`src/rtl/mmio_message_port_pkg.sv`:
```
// mmio_message_port shared constants: register offsets, STATUS
// bit positions, bus handshake states and the message width helper.
package mmio_message_port_pkg;

  localparam logic [5:0] OFF_OUT_X       = 6'h00;
  localparam logic [5:0] OFF_OUT_Y       = 6'h04;
  localparam logic [5:0] OFF_OUT_ELEMENT = 6'h08;
  localparam logic [5:0] OFF_STATUS      = 6'h0C;
  localparam logic [5:0] OFF_IN_X        = 6'h10;
  localparam logic [5:0] OFF_IN_Y        = 6'h14;
  localparam logic [5:0] OFF_IN_ELEMENT  = 6'h18;
  localparam logic [5:0] OFF_IN_POP      = 6'h1C;

  localparam int unsigned ST_OUT_FULL  = 0;
  localparam int unsigned ST_OUT_EMPTY = 1;
  localparam int unsigned ST_IN_PEND   = 2;
  localparam int unsigned ST_OVERFLOW  = 3;
  localparam int unsigned ST_COUNT_LSB = 8;
  localparam int unsigned ST_CHAN_LSB  = 16;

  localparam logic [1:0] S_IDLE  = 2'd0;
  localparam logic [1:0] S_RESP  = 2'd1;
  localparam logic [1:0] S_STALL = 2'd2;

  function automatic int unsigned msg_bits(
    input int unsigned cb,
    input int unsigned eb
  );
    return 2 * cb + eb;
  endfunction

endpackage

```
`src/rtl/mmio_message_port_fifo.sv`:
```
// Synchronous message FIFO with occupancy count; a push while full
// is dropped even when a pop happens in the same cycle.
module mmio_message_port_fifo #(
  parameter int unsigned WIDTH = 48,
  parameter int unsigned DEPTH = 4
) (
  input  logic                     clk,
  input  logic                     reset_n,
  input  logic                     push_i,
  input  logic [WIDTH-1:0]         wdata_i,
  input  logic                     pop_i,
  output logic [WIDTH-1:0]         rdata_o,
  output logic [$clog2(DEPTH):0]   count_o,
  output logic                     full_o,
  output logic                     empty_o
);

  localparam int unsigned AW = $clog2(DEPTH);
  localparam int unsigned CW = AW + 1;

  logic [WIDTH-1:0] mem_q [DEPTH];
  logic [AW-1:0]    wr_q;
  logic [AW-1:0]    rd_q;
  logic [CW-1:0]    cnt_q;
  logic             do_push;
  logic             do_pop;

  assign full_o  = (cnt_q == CW'(DEPTH));
  assign empty_o = (cnt_q == '0);
  assign count_o = cnt_q;
  assign rdata_o = mem_q[rd_q];

  assign do_push = push_i && !full_o;
  assign do_pop  = pop_i && !empty_o;

  always_ff @(posedge clk) begin
    if (!reset_n) begin
      wr_q  <= '0;
      rd_q  <= '0;
      cnt_q <= '0;
    end else begin
      if (do_push) wr_q <= wr_q + AW'(1);
      if (do_pop)  rd_q <= rd_q + AW'(1);
      cnt_q <= cnt_q + CW'(do_push) - CW'(do_pop);
    end
  end

  always_ff @(posedge clk) begin
    if (do_push) mem_q[wr_q] <= wdata_i;
  end

endmodule

```
`src/rtl/mmio_message_port.sv`:
```
// Memory-mapped message port: buffered output FIFO, round-robin input
// arbiter, STATUS register. MMIO_MESSAGE_PORT_STALL_EN: stall when full.
module mmio_message_port
  import mmio_message_port_pkg::*;
#(
  parameter int unsigned NUM_IN       = 2,
  parameter int unsigned COORD_BITS   = 8,
  parameter int unsigned ELEMENT_BITS = 32,
  parameter int unsigned OUT_DEPTH    = 4,
  parameter logic [31:0] BASE_ADDR    = 32'h2000_0000
) (
  input  logic                           clk,
  input  logic                           reset_n,
  input  logic                           mem_valid,
  input  logic [31:0]                    mem_addr,
  input  logic [31:0]                    mem_wdata,
  input  logic [3:0]                     mem_wstrb,
  output logic                           mem_ready,
  output logic [31:0]                    mem_rdata,
  output logic [COORD_BITS-1:0]          out_x,
  output logic [COORD_BITS-1:0]          out_y,
  output logic [ELEMENT_BITS-1:0]        out_element,
  output logic                           out_valid,
  input  logic                           out_ready,
  input  logic [NUM_IN*COORD_BITS-1:0]   in_x,
  input  logic [NUM_IN*COORD_BITS-1:0]   in_y,
  input  logic [NUM_IN*ELEMENT_BITS-1:0] in_element,
  input  logic [NUM_IN-1:0]              in_valid,
  output logic [NUM_IN-1:0]              in_ready,
  output logic                           in_pending
);

  localparam int unsigned CB  = COORD_BITS;
  localparam int unsigned EB  = ELEMENT_BITS;
  localparam int unsigned MB  = msg_bits(COORD_BITS, ELEMENT_BITS);
  localparam int unsigned CW  = $clog2(OUT_DEPTH) + 1;

  logic [1:0]    state_q, state_d;
  logic [31:0]   rdata_q, rdata_d;
  logic [CB-1:0] ox_q, ox_d;
  logic [CB-1:0] oy_q, oy_d;
  logic          ovf_q, ovf_d;
  logic          pend_q, pend_d;
  logic          pop_q, pop_d;
  logic [2:0]    ptr_q, ptr_d;
  logic [2:0]    chan_q, chan_d;
  logic [CB-1:0] ix_q, ix_d;
  logic [CB-1:0] iy_q, iy_d;
  logic [EB-1:0] ie_q, ie_d;

  logic [31:0]   off_full;
  logic [5:0]    off;
  logic          hit;
  logic          accept;
  logic          wr;
  logic [31:0]   status;
  logic [31:0]   rd_val;

  logic          f_push;
  logic          f_pop;
  logic [MB-1:0] f_wdata;
  logic [MB-1:0] f_rdata;
  logic [CW-1:0] f_count;
  logic          f_full;
  logic          f_empty;

  logic [7:0]    valid_pad;
  logic [3:0]    rr_j;
  logic [3:0]    nxt_ptr;
  logic          gnt_found;
  logic [2:0]    gnt_idx;
  logic          arb_go;
  logic [CB-1:0] sel_x;
  logic [CB-1:0] sel_y;
  logic [EB-1:0] sel_e;
  logic          unused_wdata;

  assign unused_wdata = ^mem_wdata;

  // Window decode by subtraction so BASE_ADDR need only be word-aligned.
  assign off_full = mem_addr - BASE_ADDR;
  assign hit      = mem_valid && (off_full[31:6] == '0);
  assign off      = off_full[5:0];
  assign accept   = hit && (state_q == S_IDLE);
  assign wr       = |mem_wstrb;

  assign f_wdata = {ox_q, oy_q, mem_wdata[EB-1:0]};
  assign f_pop   = out_valid && out_ready;

  mmio_message_port_fifo #(
    .WIDTH (MB),
    .DEPTH (OUT_DEPTH)
  ) u_fifo (
    .clk     (clk),
    .reset_n (reset_n),
    .push_i  (f_push),
    .wdata_i (f_wdata),
    .pop_i   (f_pop),
    .rdata_o (f_rdata),
    .count_o (f_count),
    .full_o  (f_full),
    .empty_o (f_empty)
  );

  assign out_valid   = !f_empty;
  assign out_x       = f_empty ? '0 : f_rdata[MB-1 -: CB];
  assign out_y       = f_empty ? '0 : f_rdata[EB +: CB];
  assign out_element = f_empty ? '0 : f_rdata[EB-1:0];

  assign mem_ready  = (state_q == S_RESP);
  assign mem_rdata  = rdata_q;
  assign in_pending = pend_q;

  always_comb begin
    status = '0;
    status[ST_OUT_FULL]        = f_full;
    status[ST_OUT_EMPTY]       = f_empty;
    status[ST_IN_PEND]         = pend_q;
    status[ST_OVERFLOW]        = ovf_q;
    status[ST_COUNT_LSB +: 8]  = 8'(f_count);
    status[ST_CHAN_LSB +: 3]   = chan_q;
  end

  always_comb begin
    rd_val = '0;
    case (off)
      OFF_STATUS:     rd_val = status;
      OFF_IN_X:       rd_val = 32'(ix_q);
      OFF_IN_Y:       rd_val = 32'(iy_q);
      OFF_IN_ELEMENT: rd_val = 32'(ie_q);
      default:        rd_val = '0;
    endcase
  end

  assign valid_pad = 8'(in_valid);

  // Rotating priority: first requester at or after the pointer.
  always_comb begin
    gnt_found = 1'b0;
    gnt_idx   = '0;
    rr_j      = '0;
    for (int k = 0; k < NUM_IN; k++) begin
      rr_j = 4'(ptr_q) + 4'(k);
      if (rr_j >= 4'(NUM_IN)) rr_j = rr_j - 4'(NUM_IN);
      if (!gnt_found && valid_pad[rr_j[2:0]]) begin
        gnt_found = 1'b1;
        gnt_idx   = rr_j[2:0];
      end
    end
  end

  assign arb_go  = reset_n && !pend_q && gnt_found;
  assign nxt_ptr = 4'(gnt_idx) + 4'd1;

  always_comb begin
    in_ready = '0;
    sel_x    = '0;
    sel_y    = '0;
    sel_e    = '0;
    for (int i = 0; i < NUM_IN; i++) begin
      if (gnt_idx == 3'(i)) begin
        in_ready[i] = arb_go;
        sel_x = in_x[i*CB +: CB];
        sel_y = in_y[i*CB +: CB];
        sel_e = in_element[i*EB +: EB];
      end
    end
  end

  always_comb begin
    state_d = state_q;
    rdata_d = '0;
    ox_d    = ox_q;
    oy_d    = oy_q;
    ovf_d   = ovf_q;
    pend_d  = pend_q;
    pop_d   = pop_q;
    ptr_d   = ptr_q;
    chan_d  = chan_q;
    ix_d    = ix_q;
    iy_d    = iy_q;
    ie_d    = ie_q;
    f_push  = 1'b0;
    case (state_q)
      S_IDLE: begin
        if (accept) begin
          state_d = S_RESP;
          if (!wr) begin
            rdata_d = rd_val;
          end else begin
            case (off)
              OFF_OUT_X: ox_d = mem_wdata[CB-1:0];
              OFF_OUT_Y: oy_d = mem_wdata[CB-1:0];
              OFF_OUT_ELEMENT: begin
                if (!f_full) begin
                  f_push = 1'b1;
                end else begin
`ifdef MMIO_MESSAGE_PORT_STALL_EN
                  state_d = S_STALL;
`else
                  ovf_d = 1'b1;
`endif
                end
              end
              OFF_STATUS: ovf_d = 1'b0;
              OFF_IN_POP: pop_d = 1'b1;
              default: ;
            endcase
          end
        end
      end
      S_RESP: begin
        state_d = S_IDLE;
        pop_d   = 1'b0;
        // Holding register frees only after the pop completes.
        if (pop_q) pend_d = 1'b0;
      end
      S_STALL: begin
        if (!f_full) begin
          f_push  = 1'b1;
          state_d = S_RESP;
        end
      end
      default: state_d = S_IDLE;
    endcase
    if (arb_go) begin
      pend_d = 1'b1;
      chan_d = gnt_idx;
      ptr_d  = (nxt_ptr == 4'(NUM_IN)) ? 3'd0 : nxt_ptr[2:0];
      ix_d   = sel_x;
      iy_d   = sel_y;
      ie_d   = sel_e;
    end
  end

  always_ff @(posedge clk) begin
    if (!reset_n) begin
      state_q <= S_IDLE;
      rdata_q <= '0;
      ox_q    <= '0;
      oy_q    <= '0;
      ovf_q   <= 1'b0;
      pend_q  <= 1'b0;
      pop_q   <= 1'b0;
      ptr_q   <= '0;
      chan_q  <= '0;
      ix_q    <= '0;
      iy_q    <= '0;
      ie_q    <= '0;
    end else begin
      state_q <= state_d;
      rdata_q <= rdata_d;
      ox_q    <= ox_d;
      oy_q    <= oy_d;
      ovf_q   <= ovf_d;
      pend_q  <= pend_d;
      pop_q   <= pop_d;
      ptr_q   <= ptr_d;
      chan_q  <= chan_d;
      ix_q    <= ix_d;
      iy_q    <= iy_d;
      ie_q    <= ie_d;
    end
  end

endmodule

```
`config.mk`:
```
export PLATFORM = sky130hd
export DESIGN_NAME = mmio_message_port
export DESIGN_NICKNAME = d
export VERILOG_FILES = /design/src/rtl/mmio_message_port_pkg.sv /design/src/rtl/mmio_message_port_fifo.sv /design/src/rtl/mmio_message_port.sv
export SDC_FILE = /design/constraint.sdc
export NUM_CORES = 1
export LEC_CHECK = 0
export BUFFER_PORTS_ARGS = -buffer_cell sky130_fd_sc_hd__buf_2
export CORE_MARGIN = 1
export CORE_UTILIZATION = 59
export CTS_CLUSTER_DIAMETER = 80
export DETAILED_ROUTE_END_ITERATION = 7
export PLACE_DENSITY = 0.85
export SLEW_MARGIN = 0
export SYNTH_ARGS = -nofsm -noshare
export SYNTH_HDL_FRONTEND = slang
export SYNTH_SLANG_ARGS = --single-unit
```
`constraint.sdc`:
```
create_clock -name clk -period 6.67 [get_ports clk]
set_input_delay 1.0005 -clock clk [delete_from_list [all_inputs] [get_ports clk]]
set_output_delay 1.0005 -clock clk [all_outputs]
set_load 0.1 [all_outputs]
```
### Word level (Yosys, flattened, before mapping)

Memory sizes are Yosys's and may differ from the RTL's. A register that Yosys moved wholly into a read port is not among the register bits.
Index checks and enable logic that the tools add are counted.

| word-level totals | value |
|---|---|
| register bits after elaboration | 114 |
| bits in writable memories | 192 |
| input bits | 170 |
| output and inout bits | 85 |
| logic and storage cells | 122 |
| memories kept | 1 |

| operators by class | value |
|---|---|
| add/subtract/negate cells | 9 |
| $lt $le $gt $ge | 4 |
| equality and inequality tests | 17 |
| muxes and demuxes | 44 |
| bitwise operators | 3 |
| reductions and logical operators | 29 |

Memory list:

| memory | depth | bits a word | rd ports | clocked after memory_dff | wr ports | line | text |
|---|---|---|---|---|---|---|---|
| u_fifo.mem_q | 4 | 48 | 1 | 1 | 1 | mmio_message_port_fifo.sv:21 | `logic [WIDTH-1:0] mem_q [DEPTH];` |

Operator list:

| operator | count |
|---|---|
| 32-bit one-hot mux with 4 select lines | 1 |
| 32-bit 2-to-1 mux | 3 |
| 8-bit 2-to-1 mux | 6 |
| 32-bit by 30-bit subtractor with 32-bit output, second input constant | 1 |
| 26-bit zero test | 1 |
| 6-bit by 5-bit == test with 1-bit output, second input constant | 4 |
| 1-bit 2-to-1 mux | 19 |
| 3-bit 2-to-1 mux | 5 |
| 6-bit by 4-bit == test with 1-bit output, second input constant | 2 |
| 4-bit AND reduction | 3 |
| 3-bit by 1-bit adder with 4-bit output, second input constant | 2 |
| 1-bit logical AND | 8 |
| 3-bit by 4-bit less-than comparator with 1-bit output, second input constant | 2 |
| 2-bit 2-to-1 mux | 4 |
| 2-bit inequality test, second input constant | 4 |
| 2-bit nonzero test | 4 |
| 7-bit OR reduction | 1 |
| 1-bit binary-select mux with 3-bit select | 2 |
| 6-bit by 3-bit == test with 1-bit output, second input constant | 1 |
| 3-bit zero test | 2 |
| 6-bit zero test | 1 |
| 1-bit one-hot mux with 2 select lines | 3 |
| 3-bit by 2-bit subtractor with 3-bit output, second input constant | 2 |
| 5-bit AND reduction | 1 |
| 17 further kinds | 24 |

### Logic depth before layout (Yosys ltp)

Gate-level depths: netlist (run 1).

| logic depth | value |
|---|---|
| word-level depth | 11 |
| depth in mapped cells | 13 |

### Cells and area by module

A second synthesis (run 1) with hierarchy kept.

| unflattened totals | value |
|---|---|
| cell total of the unflattened synthesis | 912 |
| area, all modules | 12856.1 µm² |

By module, submodules not included:

| module | instances | cells an instance | area each (µm²) |
|---|---|---|---|
| mmio_message_port_fifo | 1 | 301 | 7398.3 |
| mmio_message_port | 1 | 611 | 5457.7 |

### Worst setup path after synthesis (run 1)

No wires, ideal clock.

| timing path | value |
|---|---|
| path kind | input port to output port |
| from | in in_valid[0] |
| to | out in_ready[1] |
| data arrival time | 3.788 ns |
| setup slack | 1.882 ns |
| stages on the path | 9 |
| buffers on the path | 3 |
| path through | nor4b_1 -> a22oi_1 -> inv_1 -> ha_1 -> clkbuf_1 -> clkbuf_1 -> clkbuf_1 -> inv_1 -> nor2_1 |

| between the ends | value |
|---|---|
| cells in the longest elaborated chain, start to end | 8 |
| elaborated cells between the ends (all ways) | 13 |
| classes of those cells | 1 x eq/ne; 9 x mux; 3 x reduce/logical |

Ends and longest elaborated chain:

| element | line | text |
|---|---|---|
| start: declaration | mmio_message_port.sv:28 | `input logic [NUM_IN-1:0] in_valid,` |
| 1-bit binary-select mux with 3-bit select | mmio_message_port.sv:145 | `if (!gnt_found && valid_pad[rr_j[2:0]]) begin` |
| 1-bit 2-to-1 mux (not written as such) | mmio_message_port.sv:145 |  |
| 1-bit 2-to-1 mux | mmio_message_port.sv:145 |  |
| 1-bit zero test | mmio_message_port.sv:145 |  |
| 1-bit logical AND | mmio_message_port.sv:145 |  |
| 3-bit 2-to-1 mux (*) | mmio_message_port.sv:145 |  |
| named net gnt_idx[0] | mmio_message_port.sv:71 | `logic [2:0] gnt_idx;` |
| 3-bit by 1-bit == test with 1-bit output (*) | mmio_message_port.sv:161 | `if (gnt_idx == 3'(i)) begin` |
| 1-bit 2-to-1 mux (*) | mmio_message_port.sv:161 |  |
| end: declaration | mmio_message_port.sv:29 | `output logic [NUM_IN-1:0] in_ready,` |

The timed path passes the listed nets; every way through them passes the cells marked *. The select of a mux whose other input is x is not followed.

### Worst setup path after layout (run 1)

| timing path | value |
|---|---|
| from | reg ptr_q[0] |
| to | out in_ready[1] |

| between the ends | value |
|---|---|
| cells in the longest elaborated chain, start to end | 10 |
| elaborated cells between the ends (all ways) | 20 |
| classes of those cells | 3 x add/sub; 2 x order compare; 1 x eq/ne; 11 x mux; 3 x reduce/logical |

Ends and longest elaborated chain:

| element | line | text |
|---|---|---|
| start: declaration | mmio_message_port.sv:45 | `logic [2:0] ptr_q, ptr_d;` |
| start signal: assignment | mmio_message_port.sv:258 | `ptr_q <= ptr_d;` |
| branches (longest 7 deep; another with 3-bit by 1-bit adder with 4-bit output) | - |  |
| 3-bit 2-to-1 mux (*) | mmio_message_port.sv:145 |  |
| named net gnt_idx[0] | mmio_message_port.sv:71 |  |
| 3-bit by 1-bit == test with 1-bit output (*) | mmio_message_port.sv:161 |  |
| 1-bit 2-to-1 mux (*) | mmio_message_port.sv:161 |  |

Mark *: on every way through the listed nets, which the timed path passes. The select of a mux whose other input is x is not followed.

==> out/qor.txt, run 1 <==
Share of layout cells above drive strength 1: 0.3535
Clock latency on the worst-skew pair: 530 ps
Post-synth top area share: 0.4642
Yosys warnings: 0
Reg2reg end: ie_q[3]$_SDFFE_PN0P_
Data arrival time of the worst path: 3460 ps
Starting Density: 0.6079
WL final: 26350 um
DRT Pass-1 Iters: 5
CTS Buffer Depth: 3
Total CTS buffers: 29
Worst reg-to-reg setup slack: 3230 ps
Root buffer cell: clkbuf_16
Net Switching: 0.002880 W
Clock tree from TritonCTS: done
Vias in the first global route: 7795
Area Overhead vs Synth: 19.48%
Rel. slew slack: 0.3546
# placed instances: 1323
Seq pwr share: 0.346
Total power: 0.006545 W
Core Region: 20430 um2
Post-route ant nets: 0
Min-Delay Path Class: reg2reg
Max VDD drop: 358.2 uV
Synth Flop Type: edfxtp_1
Clk slew on worst S/H paths: 60 ps
Part of the Yosys area used for sequential elements: 0.6496
Max-Cap Viols: 0
Vias: 7755
Final nets: 1268
Syn Inst Count: 841
DRC Markers: 0
Routability cong.: 0.8231
EDFF count, synth: 192
Commonest cells after routing, fill and taps aside: 254 x buf_2, 192 x edfxtp_1, 113 x dfxtp_1
Yosys top cell by area: edfxtp_1
Leading cell type in the layout, fill and taps excluded: buf_2
Fin crit share: 0.6692
Port bufs: 254
Leading cell types by total area after synthesis: edfxtp_1 46%, dfxtp_1 19%, mux4_2 8.9%
Critical path peak fanout: 50
First-pass GRT wire length: 41300 um
H-tree depth: 1
Drt wl/cell: 19.15 um
Worst hold path cell count: 2
Worst hold slack: 434.7 ps
Multi-input gate area: 4033 um2
Antenna violations before repair: 0
Worst hold endpoint: mem_rdata[29]$_SDFF_PP0_
Post-CTS Repair Setup Buffers: 0
Fin util: 0.7264
Comb power frac: 0.410
DRT iter0 DRCs: 433
Non-filler instance count after layout: 1376
Fin crit period: 4464 ps
Clock Power Share: 0.245
Endpoint class of the critical path: output port
Post-synthesis cell type count: 54
Clk_skew: 9.849 ps
Sink Count: 307
Pwr dens: 441.1 nW/um2
Status: finished, final reports clean
CP Class: reg2out
Die area: 21630 um2
Startpoint Class: register
All-layer global routing usage: 0.2472
Register Area: 8073 um2
Chip height: 147.1 um
Tightest Pin Transition: 968.1 ps
Net Sw Frac: 0.4401
Syn Std Cell Area: 12420 um2
Avg Cell Area, Syn: 14.77 um2
Worst r2r src: ptr_q[0]$_SDFFE_PN0P_
Setup TNS: 0 ps
Largest net degree at the start of global routing: 88
Die width: 147.1 um
Final setup vio count: 0
CP Launch Point: ptr_q[0]$_SDFFE_PN0P_
# fillers: 1301
Final hold violation count: 0
Via density: 5.636
Detailed-placement wirelength estimate: 16580 um
Reg2reg path depth: 9
Unrepaired setup endpoints after global routing: no
Diode count: 0
CTS Hold Bufs: 0
Fmax: 224.0 MHz
Core Rows: 52
Hold path start: ie_q[29]$_SDFFE_PN0P_
Ys async rst share: 0
P_int: 0.003665 W
Final Max Slew Viols: 0
Gr ovfl total: 0
Critical Path RT: 5670 ps
Yosys reg bits: 307
Cts repair resizes: 0
Io pins: 255
Leakage: 5.534 nW
cells by family (layout without fill, tap and decap cells):
| family | Yosys count | after routing | share of synthesized area |
|---|---|---|---|
| buffers and inverters | 85 | 348 | 0.02851 |
| multiplexers | 122 | 122 | 0.1478 |
| AO/OA/AOI/OAI | 78 | 78 | 0.04846 |
| AND/OR/NAND/NOR | 227 | 227 | 0.1061 |
| adder cells (fa/ha/maj) | 14 | 14 | 0.01471 |
| XOR/XNOR | 6 | 6 | 0.004231 |
| other | 2 | 4 | 0.0006047 |
| flip-flops | 307 | 307 | 0.6496 |
sequential cells by signal (all words and copies together), names as in the netlist, named ones only:
signal / flops
u_fifo.mem_q: 192
ie_q: 32
mem_rdata: 32
ix_q: 8
iy_q: 8
ox_q: 8
oy_q: 8
chan_q: 3
ptr_q: 3
u_fifo.count_o: 3
u_fifo.rd_q: 2
u_fifo.wr_q: 2
in_pending: 1
ovf_q: 1
pop_q: 1
state_q: 1
power groups by stage:
stage                     Sequential (W)  Clock (W)  Combinational, W
after detailed placement         0.00231          0           0.00268
after global placement           0.00230          0           0.00267
after floorplan                  0.00222          0           0.00231
final                            0.00226    0.00160           0.00268
after global routing             0.00229    0.00170           0.00279
after CTS                        0.00227    0.00163           0.00269
critical path, stage by stage (launching register included):
cell and delay, ps:
dfxtp_1 480, ha_1 320, nand3b_1 170, mux2i_1 200, a22oi_1 160, inv_1 150
ha_2 780, inv_1 90, nor2_1 120, buf_2 440
area by class of cell:
cell class	instances	share of cell area
Sequential cell	307	0.5440
Multi-Input combinational cell	451	0.2718
Timing Repair Buffer	263	0.09022
Clock buffer	41	0.05565
Tap cell	270	0.02277
Inverter	32	0.008094
Clock inverter	12	0.007504
Yosys cell counts (5+ instances only):
library cell	number
nor3_1	20
nor3_2	10
nor4_1	5
nor2_1	14
a222oi_1	6
and2_1	56
dfxtp_1	115
inv_1	32
clkbuf_1	35
edfxtp_1	192
mux2i_1	72
buf_2	10
ha_1	13
a22oi_1	60
mux4_2	49
nand2_1	85
layer usage:
layer  part of all wire  track usage  vias up
li1                   -            -     3643
met1               0.40       0.3140     3777
met2               0.52       0.4382      286
met3              0.051      0.03509       49
met4              0.027      0.07887        0
met5                  0            0        -
worst max-delay path by stage:
stage / endpoint / slack [ps]
global placement: in_ready[1] / 2480
CTS: in_ready[1] / 2190
detailed placement: in_ready[1] / 2380
floorplan: in_ready[1] / 1880
finish: in_ready[1] / 2210
global route: in_ready[1] / 1910
per-stage QoR:
step	area [um2]	setup WS [ps]
finish	14840	2206
global route	14840	1907
CTS	14840	2195
detailed placement	13900	2377
global placement	13900	2480
floorplan	12430	1882
Note: power is estimated with default switching activity, not from simulation.
==> run 2: changes to the inputs <==
--- a/config.mk
+++ b/config.mk
@@ -7,10 +7,10 @@
 export LEC_CHECK = 0
 export BUFFER_PORTS_ARGS = -buffer_cell sky130_fd_sc_hd__buf_2
 export CORE_MARGIN = 1
-export CORE_UTILIZATION = 59
+export CORE_UTILIZATION = 55
 export CTS_CLUSTER_DIAMETER = 80
 export DETAILED_ROUTE_END_ITERATION = 7
-export PLACE_DENSITY = 0.85
+export PLACE_DENSITY = 0.8
 export SLEW_MARGIN = 0
 export SYNTH_ARGS = -nofsm -noshare
 export SYNTH_HDL_FRONTEND = slang
==> constraint.sdc (replaced) <==
create_clock -name clk -period 4.3 [get_ports clk]
set_input_delay 0.645 -clock clk [delete_from_list [all_inputs] [get_ports clk]]
set_output_delay 0.645 -clock clk [all_outputs]
set_load 0.1 [all_outputs]
==> out/qor.txt, run 2 (synthesis results as in run 1) <==
Vias: 7763 (+0.10%)
Tightest Pin Transition: 979.9 ps (+11.84 ps)
Fin util: 0.6844 (-0.04197)
Core Region: 21960 um2 (+7.5%)
Die width: 152.3 um (+3.5%)
Diode count: 0 (unchanged)
Gr ovfl total: 0 (unchanged)
Fin crit share: 0.8153
Largest reg by FF count: u_fifo.mem_q
Area Overhead vs Synth: 21.01%
Final nets: 1272 (+0.32%)
Detailed-placement wirelength estimate: 18140 um (+9.4%)
Critical path peak fanout: 6 (-88%)
Clock tree from TritonCTS: done
Pre-CTS worst setup slack: 657.9 ps (-1719 ps)
First-pass GRT wire length: 42570 um (+3.1%)
Sink Count: 307 (unchanged)
CP Class: reg2out
DRT Pass-1 Iters: 7 (+2)
Post-route ant nets: 0 (unchanged)
Routability cong.: 0.8507 (+3.4%)
Max VDD drop: 541.3 uV (+51%)
Fmax: 285.2 MHz
Drt wl/cell: 19.42 um (+1.4%)
Clock latency on the worst-skew pair: 530 ps (about the same)
Vias in the first global route: 7949 (+2.0%)
Cts repair resizes: 0 (unchanged)
Starting Density: 0.5656 (-0.04233)
Total CTS buffers: 31 (+6.9%)
Startpoint Class: register
Rel. slew slack: 0.3443 (-0.01031)
Clk_skew: 7.203 ps (-2.646 ps)
# fillers: 1503 (+16%)
Setup TNS: 0 ps (unchanged)
Cell at the slowest stage of the critical path: dfxtp_1
Crit-path max cell delay: 490 ps (-290 ps)
Commonest cells after routing, fill and taps aside: 252 x buf_2, 192 x edfxtp_1, 113 x dfxtp_1
Data arrival time of the worst path: 2860 ps (-600 ps)
CTS Hold Bufs: 0 (unchanged)
Status: finished with violations
Largest net degree at the start of global routing: 88 (unchanged)
Critical Path RT: 3650 ps (-2020 ps)
All-layer global routing usage: 0.2357 (-0.01156)
Port bufs: 254 (unchanged)
H-tree depth: 1 (unchanged)
Pwr dens: 691.8 nW/um2 (+57%)
Final hold violation count: 0 (unchanged)
Share of layout cells above drive strength 1: 0.3534 (about the same)
Die area: 23190 um2 (+7.2%)
Via density: 5.577 (-1.0%)
Clk slew on worst S/H paths: 60 ps (about the same)
Fin crit period: 3506 ps
Core Rows: 54 (+3.8%)
CTS Buffer Depth: 3 (unchanged)
Antenna violations before repair: 0 (unchanged)
DRT iter0 DRCs: 440 (+1.6%)
Min-Delay Path Class: in2reg
CP cell instances: ha_1 > nand3b_1 > mux2i_1 > a22oi_1 > inv_1 > ha_1 > inv_1 > nor2_1 > buf_12
Final Max Slew Viols: 0 (unchanged)
Io pins: 255 (unchanged)
Unrepaired setup endpoints after global routing: no
Root buffer cell: clkbuf_16
Violations in the final reports: design-rule violations
DRC Markers: 14 (+14)
Endpoint class of the critical path: output port
Post-CTS Repair Setup Buffers: 0 (unchanged)
Final setup vio count: 0 (unchanged)
Chip height: 152.3 um (+3.5%)
WL final: 27040 um (+2.6%)
Final setup margin: 794.2 ps (-1412 ps)
Total power: 0.01040 W (+59%)
Max reg flops: 192 (unchanged)
# placed instances: 1335 (+0.91%)
Leakage: 5.599 nW (+1.2%)
Non-filler instance count after layout: 1392 (+1.2%)
Max-Cap Viols: 0 (unchanged)
Leading cell type in the layout, fill and taps excluded: buf_2
## run 2: metrics by stage
| step | hold WS, ps | cell area (um2) |
|---|---|---|
| final | 329.0 | 15030 |
| after global routing | 318.2 | 15030 |
| after CTS | 309.3 | 15030 |
| after detailed placement | 429.5 | 13980 |
| after global placement | 419.7 | 13980 |
| after floorplan | 416.5 | 12430 |
## run 2: path summary, 6_finish.rpt
path                              start  cells past startpoint                       endpoint  slack [ps]
hold reg to reg   ie_q[15]$_SDFFE_PN0P_                      2       mem_rdata[15]$_SDFF_PP0_         440
hold / removal            mem_wdata[10]                      1  u_fifo.mem_q[0][10]$_DFFE_PP_         330
setup / recovery  ptr_q[0]$_SDFFE_PN0P_                      9                    in_ready[1]         790
setup reg to reg  ptr_q[0]$_SDFFE_PN0P_                      9          ie_q[31]$_SDFFE_PN0P_        1110
## run 2: cell type report
type                            instances  area [um2]  share of cell area
Sequential cell                       307        8073              0.5372
Multi-Input combinational cell        451        4030              0.2682
Timing Repair Buffer                  265        1409             0.09375
Clock buffer                           36       794.5             0.05287
Tap cell                              280       350.3             0.02331
Clock inverter                         21       251.5             0.01673
Inverter                               32       120.1            0.007993
## run 2: power breakdown
group / switching (W) / leakage (nW) / internal (W)
logic: 0.00317 / 2.57 / 0.000955
registers: 0.000252 / 2.52 / 0.00328
clock network: 0.00106 / 0.508 / 0.00167
## run 2: critical path: cells and delay by family, from the launching register on
family / cells / cell delay, ps
flops: 1 / 490
simple gates: 2 / 460
compound gates: 1 / 150
buf+inv: 3 / 420
mux: 1 / 170
fa+ha+maj: 2 / 620
## run 2: metal layers
layer | vias up | share of wire | wire length [um] | track usage
met5 | - | 0 | 0 | 0
met4 | 0 | 0.019 | 515 | 0.05637
met3 | 35 | 0.057 | 1529 | 0.03413
met2 | 318 | 0.53 | 14300 | 0.4398
met1 | 3756 | 0.40 | 10700 | 0.2870
li1 | 3654 | - | - | -
==> run 3: changes to the inputs <==
--- a/config.mk
+++ b/config.mk
@@ -5,6 +5,7 @@
 export SDC_FILE = /design/constraint.sdc
 export NUM_CORES = 1
 export LEC_CHECK = 0
+export ABC_AREA = 1
 export BUFFER_PORTS_ARGS = -buffer_cell sky130_fd_sc_hd__buf_2
 export CORE_MARGIN = 1
 export CORE_UTILIZATION = 55
==> constraint.sdc (replaced) <==
create_clock -name clk -period 3.6 [get_ports clk]
set_input_delay 0.54 -clock clk [delete_from_list [all_inputs] [get_ports clk]]
set_output_delay 0.54 -clock clk [all_outputs]
set_load 0.1 [all_outputs]
==> out/qor.txt, run 3 <==
Rel. slew slack: 0.4364 (+0.09214)
Area Overhead vs Synth: 24.81%
Largest reg by FF count: u_fifo.mem_q
Total CTS buffers: 29 (-6.5%)
Most common cell in the netlist: nor2_1
WL final: 31130 um (+15%)
Routability cong.: 0.8068 (-5.2%)
DRT iter0 DRCs: 677 (+54%)
Pre-CTS worst setup slack: 714.8 ps (+56.85 ps)
Unrepaired setup endpoints after global routing: no
Yosys top cell by area: edfxtp_1
Clock tree from TritonCTS: done
Yosys reg bits: 307 (unchanged)
Tightest Pin Transition: 845.3 ps (-134.6 ps)
Final hold violation count: 0 (unchanged)
Critical path peak fanout: 62 (+56)
Status: finished, final reports clean
Detailed-placement wirelength estimate: 19410 um (+7.0%)
Ys async rst share: 0 (unchanged)
Final Max Slew Viols: 0 (unchanged)
Non-filler instance count after layout: 1904 (+37%)
Fin crit period: 3299 ps
Syn Std Cell Area: 13070 um2 (+5.3%)
Core Region: 23400 um2 (+6.6%)
Share of layout cells above drive strength 1: 0.2538 (-0.09963)
CTS Hold Bufs: 0 (unchanged)
Via density: 5.385 (-3.4%)
Avg Cell Area, Syn: 9.763 um2 (-34%)
Io pins: 255 (unchanged)
Post-synth top area share: 0.4410 (-0.02319)
WL met1: 11890 um (+11%)
Final setup margin: 301.2 ps (-493.1 ps)
# placed instances: 1849 (+39%)
Total power: 0.01364 W (+31%)
Worst hold slack: 208.3 ps (-120.8 ps)
Antenna violations before repair: 2 (+2)
Starting Density: 0.5586 (-0.006987)
Endpoint class of the critical path: output port
Sink Count: 307 (unchanged)
Synth Flop Type: edfxtp_1
Vias: 10.25k (+32%)
Final setup vio count: 0 (unchanged)
Startpoint Class: register
Clock latency on the worst-skew pair: 540 ps (about the same)
H-tree depth: 1 (unchanged)
Vias in the first global route: 10.09k (+27%)
Yosys warnings: 0 (unchanged)
Largest net degree at the start of global routing: 81 (-8.0%)
Clk_skew: 20.33 ps (+13.13 ps)
Min-Delay Path Class: in2reg
CP cell instances: buf_4 > nor2_1 > nor2_1 > o21ai_0 > a21oi_1 > buf_12
Die width: 156.2 um (+2.6%)
Final nets: 1745 (+37%)
DRC Markers: 0 (-14)
First-pass GRT wire length: 49140 um (+15%)
Highest routed layer: met5
Part of the Yosys area used for sequential elements: 0.6172 (-0.03246)
CTS Buffer Depth: 3 (unchanged)
Chip height: 156.2 um (+2.6%)
Die area: 24390 um2 (+5.2%)
Post-placement cell area: 15350 um2 (+9.8%)
Root buffer cell: clkbuf_16
Critical Path RT: 3060 ps (-590 ps)
Drt wl/cell: 16.35 um (-16%)
All-layer global routing usage: 0.2579 (+0.02220)
Final Cell Area: 16320 um2 (+8.6%)
Gr ovfl total: 0 (unchanged)
Cell at the slowest stage of the critical path: dfxtp_4
Syn Inst Count: 1339 (+59%)
Leading cell type in the layout, fill and taps excluded: nor2_1
EDFF count, synth: 192 (unchanged)
Cts repair resizes: 0 (unchanged)
Met3 WL: 2284 um (+49%)
Port bufs: 254 (unchanged)
Leakage: 6.512 nW (+16%)
Most used cell, CP: nor2_1
Pwr dens: 836.0 nW/um2 (+21%)
Fmax: 303.1 MHz
Clk slew on worst S/H paths: 60 ps (about the same)
Data arrival time of the worst path: 2760 ps (-100 ps)
Post-CTS Repair Setup Buffers: 0 (unchanged)
Max-Cap Viols: 0 (unchanged)
Max VDD drop: 601.6 uV (+11%)
Core Rows: 56 (+3.7%)
Leading cell types by total area after synthesis: edfxtp_1 44%, dfxtp_1 18%, nor2_1 9.7%
Max reg flops: 192 (unchanged)
Post-route ant nets: 0 (unchanged)
Fin crit share: 0.9163
Synth top cells by count: 339 x nor2_1, 192 x edfxtp_1, 149 x nand2_1
Routed wl met2: 16140 um (+13%)
DRT Pass-1 Iters: 5 (-2)
Post-synthesis cell type count: 33 (-39%)
Commonest cells after routing, fill and taps aside: 334 x nor2_1, 204 x buf_2, 192 x edfxtp_1
Crit-path max cell delay: 790 ps (+300 ps)
CP Class: reg2out
==> run 3: cell types whose count changed after synthesis, sizes merged, moves of 68 or more <==
cell | before | now
a21oi | 1 | 107
o21ai | 3 | 108
mux2i | 72 | 0
nand2 | 85 | 153
nor2 | 14 | 355
nand3 | 2 | 77
==> run 3: where the power goes <==
group	switching, W	leakage [nW]	total, W	internal [W]
combinational	0.00439	3.37	0.00639	0.00200
clock	0.00126	0.463	0.00305	0.00179
sequential	0.000256	2.68	0.00420	0.00395
total	0.00591	6.51	0.0136	0.00773
==> run 3: layout make-up <==
cell class / instances / area, um2
fillers: 1703 / 7087
multi-input cells: 884 / 4398
repair buffers: 274 / 2235
inverters: 65 / 244.0
clock inverters: 20 / 210.2
flip-flops and latches: 307 / 8073
clock buffers: 34 / 754.5
diodes: 1 / 2.502
well taps: 319 / 399.1
==> run 3: critical path: cells and delay by family, from the launching register on <==
| family | cells | cell delay [ps] |
|---|---|---|
| DFF | 1 | 790 |
| buffers and inverters | 2 | 710 |
| AOI/OAI and AO/OA | 2 | 430 |
| and+or+nand+nor | 2 | 260 |
==> run 3: logic make-up after synthesis <==
group	after synthesis	synth area share
buf+inv	150	0.05121
other cells	2	0.0005745
compound gates	271	0.1261
simple gates	594	0.1903
flops	307	0.6172
fa+ha+maj	14	0.01397
xor+xnor	1	0.0006701
==> run 3: metrics by stage <==
| stage | utilization | setup TNS [ps] |
|---|---|---|
| floorplan | - | -70880 |
| global placement | 0.6558 | 0 |
| detailed placement | 0.6558 | 0 |
| CTS | 0.6971 | 0 |
| global route | 0.6972 | 0 |
| finish | 0.6972 | 0 |
==> run 3: final timing paths <==
path | start | endpoint | slack, ps | cells past startpoint
worst max-delay path | register | out_element[2] | 300 | 6
worst min-delay path | mem_wdata[29] | u_fifo.mem_q[0][29]$_DFFE_PP_ | 210 | 1
worst max register to register | ptr_q[0]$_SDFFE_PN0P_ | ix_q[1]$_SDFFE_PN0P_ | 810 | 14
worst min register to register | u_fifo.rd_q[1]$_SDFFE_PN0P_ | register | 450 | 2
==> run 3: routing by layer <==
metal / vias up / GRT usage
met5: - / 0
met4: 2 / 0.09757
met3: 64 / 0.03889
met2: 456 / 0.4681
met1: 4769 / 0.3075
li1: 4962 / -
